$ cat src/rtl/spi_flash_rd_seq_pkg.sv
// Shared definitions for the SPI-flash read sequencer and the spi_master register
// port it drives: register map, STATUS bit positions, CTRL layout and FSM states.
package spi_flash_rd_seq_pkg;

  typedef enum logic [1:0] {
    REG_CTRL   = 2'd0,
    REG_STATUS = 2'd1,
    REG_RDATA  = 2'd2,
    REG_WDATA  = 2'd3
  } spi_reg_e;

  localparam int ST_RX_FULL  = 0;
  localparam int ST_RX_EMPTY = 1;
  localparam int ST_TX_FULL  = 2;
  localparam int ST_TX_EMPTY = 3;

  localparam int CTRL_EN_BIT   = 0;
  localparam int CTRL_CSN_BIT  = 1;
  localparam int CTRL_CPHA_BIT = 2;
  localparam int CTRL_CPOL_BIT = 3;
  localparam int CTRL_DIV_LSB  = 16;

  typedef enum logic [2:0] {
    S_IDLE,
    S_CS_ON,
    S_STAT,
    S_PUSH,
    S_POP,
    S_CS_OFF,
    S_FIN
  } seq_state_e;

  function automatic logic [31:0] ctrl_word(input logic [15:0] div,
                                            input logic        cpol,
                                            input logic        cpha,
                                            input logic        cs_n,
                                            input logic        en);
    logic [31:0] w;
    w = '0;
    w[CTRL_DIV_LSB +: 16] = div;
    w[CTRL_CPOL_BIT]      = cpol;
    w[CTRL_CPHA_BIT]      = cpha;
    w[CTRL_CSN_BIT]       = cs_n;
    w[CTRL_EN_BIT]        = en;
    return w;
  endfunction

endpackage

$ cat src/rtl/spi_flash_rd_seq.sv
// SPI-flash READ sequencer: drives the spi_master register port to send opcode,
// 24-bit address and dummy bytes, and streams the returned data bytes out.
module spi_flash_rd_seq
  import spi_flash_rd_seq_pkg::*;
#(
  parameter int          XLEN     = 32,
  parameter int          LEN_W    = 12,
  parameter logic [15:0] SCK_DIV  = 16'd4,
  parameter logic        CPOL     = 1'b0,
  parameter logic        CPHA     = 1'b0,
  parameter logic [7:0]  RD_CMD   = 8'h03,
  parameter int          INFLIGHT = 4,
  parameter logic [15:0] TIMEOUT  = 16'hFFFF
) (
  input  logic             clk_i,
  input  logic             rst_i,
  input  logic             req_i,
  input  logic [23:0]      addr_i,
  input  logic [LEN_W-1:0] len_i,
  output logic             busy_o,
  output logic             done_o,
  output logic             err_o,
  output logic [7:0]       rdata_o,
  output logic             rvalid_o,
  output logic             spi_stb_o,
  output logic [1:0]       spi_adr_o,
  output logic [3:0]       spi_byte_sel_o,
  output logic             spi_we_o,
  output logic [XLEN-1:0]  spi_dat_o,
  input  logic [XLEN-1:0]  spi_dat_i
);

  localparam int            CW       = LEN_W + 1;
  localparam logic [CW-1:0] INFL     = CW'(INFLIGHT);
  localparam logic [CW-1:0] HDR      = CW'(4);
  localparam logic [15:0]   TMO_LAST = TIMEOUT - 16'd1;

  seq_state_e    state, state_nx;
  logic [23:0]   addr_q;
  logic [CW-1:0] total, tx_cnt, rx_cnt;
  logic [15:0]   tmo_cnt;
  logic          abort;
  logic          tmo_hit;
  logic [7:0]    tx_byte;
  logic          unused_dat;

  assign unused_dat = ^spi_dat_i[XLEN-1:8];

  assign busy_o = (state != S_IDLE);
  assign done_o = (state == S_FIN);
  assign err_o  = (state == S_FIN) && abort;

  // Header bytes first, then zero filler that clocks the data bytes in.
  always_comb begin
    tx_byte = 8'h00;
    if      (tx_cnt == CW'(0)) tx_byte = RD_CMD;
    else if (tx_cnt == CW'(1)) tx_byte = addr_q[23:16];
    else if (tx_cnt == CW'(2)) tx_byte = addr_q[15:8];
    else if (tx_cnt == CW'(3)) tx_byte = addr_q[7:0];
  end

  // NOTE: every output of this block gets a default before the case so no path
  // leaves a variable unassigned, which would otherwise infer a latch.
  always_comb begin
    state_nx       = state;
    tmo_hit        = 1'b0;
    spi_stb_o      = 1'b0;
    spi_adr_o      = REG_CTRL;
    spi_byte_sel_o = 4'h0;
    spi_we_o       = 1'b0;
    spi_dat_o      = '0;
    case (state)
      S_IDLE: begin
        if (req_i) state_nx = (len_i == '0) ? S_FIN : S_CS_ON;
      end
      S_CS_ON: begin
        spi_stb_o      = 1'b1;
        spi_adr_o      = REG_CTRL;
        spi_byte_sel_o = 4'hF;
        spi_we_o       = 1'b1;
        spi_dat_o      = XLEN'(ctrl_word(SCK_DIV, CPOL, CPHA, 1'b0, 1'b1));
        state_nx       = S_STAT;
      end
      S_STAT: begin
        spi_stb_o      = 1'b1;
        spi_adr_o      = REG_STATUS;
        spi_byte_sel_o = 4'hF;
        if (rx_cnt == total)
          state_nx = S_CS_OFF;
        else if (!spi_dat_i[ST_RX_EMPTY] && (rx_cnt < tx_cnt))
          state_nx = S_POP;
        else if ((tx_cnt < total) && ((tx_cnt - rx_cnt) < INFL) && !spi_dat_i[ST_TX_FULL])
          state_nx = S_PUSH;
        else if (tmo_cnt == TMO_LAST) begin
          state_nx = S_CS_OFF;
          tmo_hit  = 1'b1;
        end
      end
      S_PUSH: begin
        spi_stb_o      = 1'b1;
        spi_adr_o      = REG_WDATA;
        spi_byte_sel_o = 4'b0001;
        spi_we_o       = 1'b1;
        spi_dat_o      = XLEN'(tx_byte);
        state_nx       = S_STAT;
      end
      S_POP: begin
        spi_stb_o      = 1'b1;
        spi_adr_o      = REG_RDATA;
        spi_byte_sel_o = 4'b0001;
        state_nx       = S_STAT;
      end
      S_CS_OFF: begin
        spi_stb_o      = 1'b1;
        spi_adr_o      = REG_CTRL;
        spi_byte_sel_o = 4'hF;
        spi_we_o       = 1'b1;
        spi_dat_o      = XLEN'(ctrl_word(SCK_DIV, CPOL, CPHA, 1'b1, 1'b0));
        state_nx       = S_FIN;
      end
      S_FIN:   state_nx = S_IDLE;
      default: state_nx = S_IDLE;
    endcase
  end

  // NOTE: state is updated with non-blocking assignments so every register in
  // this block sees the pre-edge values of the others, independent of order.
  always_ff @(posedge clk_i) begin
    if (rst_i) begin
      state    <= S_IDLE;
      addr_q   <= '0;
      total    <= '0;
      tx_cnt   <= '0;
      rx_cnt   <= '0;
      tmo_cnt  <= '0;
      abort    <= 1'b0;
      rdata_o  <= 8'h00;
      rvalid_o <= 1'b0;
    end else begin
      state    <= state_nx;
      rvalid_o <= 1'b0;
      case (state)
        S_IDLE: begin
          if (req_i) begin
            addr_q <= addr_i;
            total  <= {1'b0, len_i} + HDR;
            tx_cnt <= '0;
            rx_cnt <= '0;
            abort  <= 1'b0;
          end
        end
        S_CS_ON: tmo_cnt <= '0;
        S_STAT: begin
          if (tmo_hit)                abort   <= 1'b1;
          else if (state_nx == S_STAT) tmo_cnt <= tmo_cnt + 16'd1;
        end
        S_PUSH: begin
          tx_cnt  <= tx_cnt + CW'(1);
          tmo_cnt <= '0;
        end
        S_POP: begin
          // Opcode and address echo bytes are dropped; only data is streamed.
          if (rx_cnt >= HDR) begin
            rdata_o  <= spi_dat_i[7:0];
            rvalid_o <= 1'b1;
          end
          rx_cnt  <= rx_cnt + CW'(1);
          tmo_cnt <= '0;
        end
        S_FIN:   abort <= 1'b0;
        default: ;
      endcase
    end
  end

endmodule

$ cat config.mk
export PLATFORM = sky130hd
export DESIGN_NAME = spi_flash_rd_seq
export DESIGN_NICKNAME = d
export VERILOG_FILES = /design/src/rtl/spi_flash_rd_seq_pkg.sv /design/src/rtl/spi_flash_rd_seq.sv
export SDC_FILE = /design/constraint.sdc
export NUM_CORES = 1
export LEC_CHECK = 0
export BUFFER_PORTS_ARGS = -buffer_cell sky130_fd_sc_hd__buf_2
export CORE_ASPECT_RATIO = 2
export CORE_UTILIZATION = 30
export CTS_CLUSTER_DIAMETER = 150
export CTS_CLUSTER_SIZE = 10
export DETAILED_ROUTE_END_ITERATION = 10
export GPL_ROUTABILITY_DRIVEN = 0
export HOLD_SLACK_MARGIN = 0.1
export PLACE_DENSITY = 0.61
export SYNTH_ARGS = -nofsm -noshare
export SYNTH_HDL_FRONTEND = slang
export SYNTH_SLANG_ARGS = --single-unit
$ cat constraint.sdc
create_clock -name clk_i -period 4.1 [get_ports clk_i]
set_input_delay 0.205 -clock clk_i [delete_from_list [all_inputs] [get_ports clk_i]]
set_output_delay 0.205 -clock clk_i [all_outputs]
set_load 0.02 [all_outputs]
Word-level counts from Yosys, hierarchy flattened. Index checks and enable logic that the tools add are counted.

Bitwise operators: 1. Mux-type cells: 31. Equal/unequal tests: 16. $add $sub $neg: 5. Reduce and logical (&&, ||, !) cells: 26. Magnitude comparators: 4.

Operator list (count): 19-bit case mux with 3 select lines (1); 13-bit case mux with 2 select lines (2); 16-bit 2-to-1 mux (2); 8-bit 2-to-1 mux (4); 16-bit case mux with 2 select lines (1); 13-bit by 1-bit adder with 13-bit output, second input constant (2); 13-bit by 2-bit equality test with 1-bit output, second input constant (2); 13-bit < comparator (2); 3-bit 2-to-1 mux (6); 16-bit by 1-bit adder with 16-bit output, second input constant (1); 16-bit equality test, second input constant (1); 12-bit by 3-bit adder with 13-bit output, second input constant (1); 13-bit by 1-bit equality test with 1-bit output, second input constant (1); 13-bit equality test (1); 13-bit by 3-bit >= comparator with 1-bit output, second input constant (1); 13-bit logical NOT (1); 13-bit by 3-bit < comparator with 1-bit output, second input constant (1); 13-bit 2-to-1 mux (1); 13-bit subtractor (1); 12-bit logical NOT (1); 3-bit case mux with 4 select lines (1); 1-bit 2-to-1 mux (10); 3-bit by 2-bit equality test with 1-bit output, second input constant (3); 3-bit equality test, second input constant (3); other kinds (16) (33).

Bits in registers: 92. Output and inout port bits: 52. Bits of input ports: 71. Logic and storage cells: 92.

Logic depth before layout (Yosys ltp).
Depth in word-level cells: 12. Mapped depth: 14. Gate-level depth less buffers: 11.

Worst setup path before layout. No wires, ideal clock.

Path type: register to register. From: register rx_cnt[3]. To: register tmo_cnt[11]. Data arrival time: 3.187 ns. Clock period less this slack: 3.247 ns. Data required time: 4.041 ns. Buffers on the path: 2. Cell stages (with the launch flop): 14. Slack: 0.853 ns. Cells stage by stage: dfxtp_1 clkbuf_1 inv_1 ha_1 and2_1 o21a_1 o31a_1 nor3_1 nor4_4 a311oi_1 o2111ai_2 buf_6 or4_1 nand2_1.

Longest elaborated chain between the ends: 11.

RTL lines: from (decl) (line spi_flash_rd_seq.sv:40) `logic [CW-1:0] total, tx_cnt, rx_cnt;`; from (signal assigned) (line spi_flash_rd_seq.sv:167) `rx_cnt <= rx_cnt + CW'(1);`; 13-bit subtractor (line spi_flash_rd_seq.sv:92) `else if ((tx_cnt < total) && ((tx_cnt - rx_cnt) < INFL) && !spi_dat_i[ST_TX_FULL])`; 13-bit by 3-bit < comparator with 1-bit output (line spi_flash_rd_seq.sv:92); 1-bit logical AND (2 in a row) (line spi_flash_rd_seq.sv:92); 3-bit 2-to-1 mux (line spi_flash_rd_seq.sv:92); 3-bit 2-to-1 mux (line spi_flash_rd_seq.sv:90) `else if (!spi_dat_i[ST_RX_EMPTY] && (rx_cnt < tx_cnt))`; 3-bit 2-to-1 mux (line spi_flash_rd_seq.sv:88) `if (rx_cnt == total)`; 3-bit case mux with 4 select lines (line spi_flash_rd_seq.sv:72) `case (state)`; 3-bit by 2-bit equality test with 1-bit output (line spi_flash_rd_seq.sv:155) `else if (state_nx == S_STAT) tmo_cnt <= tmo_cnt + 16'd1;`; 2-bit != test (no line); 3-bit AND reduction (no line) *; to (signal assigned) (line spi_flash_rd_seq.sv:155); to (decl) (line spi_flash_rd_seq.sv:41) `logic [15:0] tmo_cnt;`.

Every way passes the cells marked *; elsewhere a longest branch is shown, timed or not. A chain may end at the register's enable or synchronous reset.

Worst setup path after layout.
From: register rx_cnt[7]. To: register tmo_cnt[15].

Same word-level chain as after synthesis.

==> reports/qor.txt <==
DPL Wire Length: 13030 um
final instance area: 6928 um^2
final cell count without fillers: 1118
port bufs: 75
WL final: 17220 um
Post-synth top flop: dfxtp_1
fin util: 36.61%
Worst Setup Path Type: register to register
PD cells: 327.2 nW/um^2
Clock Sinks: 92
drt wl/cell: 15.40 um
number of cells on the critical path: 12
DRT antenna net count: 0
worst slack at placement: 0.4726 ns
largest net degree at the start of global routing: 80
RSZ-0062 raised after global routing: no
drt pass-1 iters: 8
Comb power frac: 21.3%
CTS buffer count: 9
placed inst area: 6400 um^2
GRT Total Usage: 17.78%
Lkg Pwr: 2.778 nW
worst hold slack: 0.1140 ns
final setup vio count: 0
ant diodes: 0
P&R area growth vs syn: 18.72%
Post-Place Cells: 1076
Post-layout nets: 966
DIE AREA: 20050 um^2
first-pass GRT wire length: 27380 um
Final min period: 3.655 ns
EDFF count, synth: 0
Core ar.: 18920 um^2
final worst slack: 0.4446 ns
CP max stage cell: ha_1
worst hold path type: input pin to register
status: completed
share of cells above drive strength 1: 13.67%
CTS root buffer: clkbuf_16
H-tree depth: 3
# rows: 71
CP bufs+invs: 2
initial antenna violation count: 0
DR iter-0 viols: 377
Slew Viols, Final: 0
Clock power frac: 35.0%
Worst path top cell family by delay: compound AO/OA/AOI/OAI gates
number of buffers inserted by hold repair at cts: 26
Die Ht: 199.2 um
critical path capture point type: register
vias in the first global route: 5564
Die W: 100.6 um
worst-margin pin slew: 1.004 ns
worst clock skew: 0.01080 ns
worst path required time: 4.39 ns
post-synth top area share: 31.56%
Via density: 5.123
CTS tree: built
grt ovf: 0
post-CTS setup buffer count: 0
CTS resizes: 0
cell mode on critical path: a21oi_1
Seq pwr share: 43.8%
Setup TNS Final: 0 ns
via count: 5728
starting density of the core: 30.84%
fmax: 273.6 MHz
sequential area share after synthesis: 31.56%
FF-to-FF path depth: 12
maximum clock path buffer count: 2
Synth warnings: 0
startpoint types: register
DRC: 0
fill count: 2033
Slew HR: 33.08%
asr flop ratio synth: 0%
CP peak stage delay: 0.49 ns
# IOs: 123
clk slew on worst S/H paths: 0.07 ns
Net Sw Power: 734.3 uW
Synth area leader: dfxtp_1
most frequent cell after synthesis: nand2_1
worst hold stages: 3
Tot Pwr: 2.267 mW
CP max FO: 32
final number of hold-violating endpoints: 0
period utilization: 89.16%
Yosys cell types: 65
dominant cells by area after synthesis: dfxtp_1 32%, ha_1 7.9%, a21oi_1 6.4%, nand2_1 6.4%, nor2_1 5.0%
Avg Synthesized Cell Area: 7.569 um^2
top cells by count, synth: 100 x nand2_1, 92 x dfxtp_1, 77 x nor2_1, 75 x a21oi_1, 41 x inv_1
Max Cap Viol: 0
Worst-Skew Late Latency: 0.36 ns
switching fraction of total power: 32.39%
crit path DAT: 3.94 ns
peak supply drop: 267.3 uV
#FFs+latches synth: 92
synthesized instance count: 771
synthesized area: 5836 um^2
Internal: 1.533 mW
crit path cell chain: inv_1 -> ha_1 -> a21oi_1 -> o21ai_0 -> nor4_1 -> a2111o_1 -> nor4_4 -> a31o_2 -> o2111ai_2 -> buf_12 -> or4_1 -> a21oi_1
==> state kept, by name, indices dropped and copies added (netlist names) <==
signal    count
addr_q       24
tmo_cnt      16
rx_cnt       13
total        13
tx_cnt       13
rdata_o       8
state         3
abort         1
rvalid_o      1
==> area by class of cell <==
class / count / area [um^2] / share of cell area [%]
multi-input combinational: 596 / 3570 / 51.53
sequential: 92 / 1842 / 26.58
timing repair buffer: 118 / 775.7 / 11.20
tap: 255 / 319.1 / 4.605
clock buffer: 11 / 232.7 / 3.359
inverter: 41 / 153.9 / 2.221
clock inverter: 5 / 35.03 / 0.5057
==> cells by family (layout without fill, tap and decap cells) <==
family / after synthesis / count (layout) / share of synthesized area (%)
flops: 92 / 92 / 31.56
xor+xnor: 21 / 21 / 3.152
other cells: 1 / 23 / 0.06426
fa+ha+maj: 37 / 37 / 7.933
mux: 12 / 12 / 2.123
simple gates: 316 / 316 / 26.14
buf+inv: 105 / 175 / 8.683
compound gates: 187 / 187 / 20.35
==> layer usage <==
metal,vias up,wire length (um),global-route usage (%)
met2,152,9253,33.49
met1,2646,6179,16.77
met4,0,1263,14.22
met3,59,519,2.448
met5,-,0,0
li1,2871,-,-
==> worst reg2reg max path: cells and delay by family, from the launching register on <==
kind            cells  cell delay, ns
compound gates      6            1.39
simple gates        3            0.99
fa+ha+maj           1            0.49
flops               1            0.39
buf+inv             2            0.33
==> power by group through the flow <==
stage / registers, mW / clock network [mW] / logic, mW
3_3_place_gp: 1.01 / 0 / 0.462
5_1_grt: 1.00 / 0.851 / 0.538
6_report: 0.992 / 0.793 / 0.482
2_1_floorplan: 0.992 / 0 / 0.364
4_1_cts: 0.992 / 0.825 / 0.488
3_5_place_dp: 1.01 / 0 / 0.467
==> cell usage in the layout, fill, tap and decap left out, types with 3 or more instances in the layout <==
master,instances
a211oi_1,15
a21boi_0,3
a21oi_1,75
a22oi_1,9
a311oi_1,6
a31oi_1,7
and2_1,6
and3_1,11
buf_2,75
buf_4,16
clkbuf_16,9
conb_1,23
dfxtp_1,92
dlygate4sd3_1,26
ha_1,37
inv_1,41
mux2_2,3
mux2i_1,9
nand2_1,100
nand2b_1,8
nand3_1,31
nand4_1,16
nor2_1,77
nor2b_1,3
nor3_1,14
nor3b_1,3
nor4_1,15
o211ai_1,5
o21a_1,8
o21ai_0,27
o31ai_1,7
or2_2,3
or3_1,12
or4_1,7
xnor2_1,13
xor2_1,8
==> final timing paths <==
| kind | start | end | slack, ns |
|---|---|---|---|
| min reg2reg | addr_q[21]$_SDFFE_PP0P_ | addr_q[21]$_SDFFE_PP0P_ | 0.46 |
| min | addr_i[4] | addr_q[4]$_SDFFE_PP0P_ | 0.11 |
| max | rx_cnt[7]$_SDFFE_PP0P_ | tmo_cnt[15]$_SDFFE_PP0P_ | 0.44 |
| max reg2reg | rx_cnt[7]$_SDFFE_PP0P_ | tmo_cnt[15]$_SDFFE_PP0P_ | 0.44 |
No activity file was read; power rests on OpenSTA's default activity.
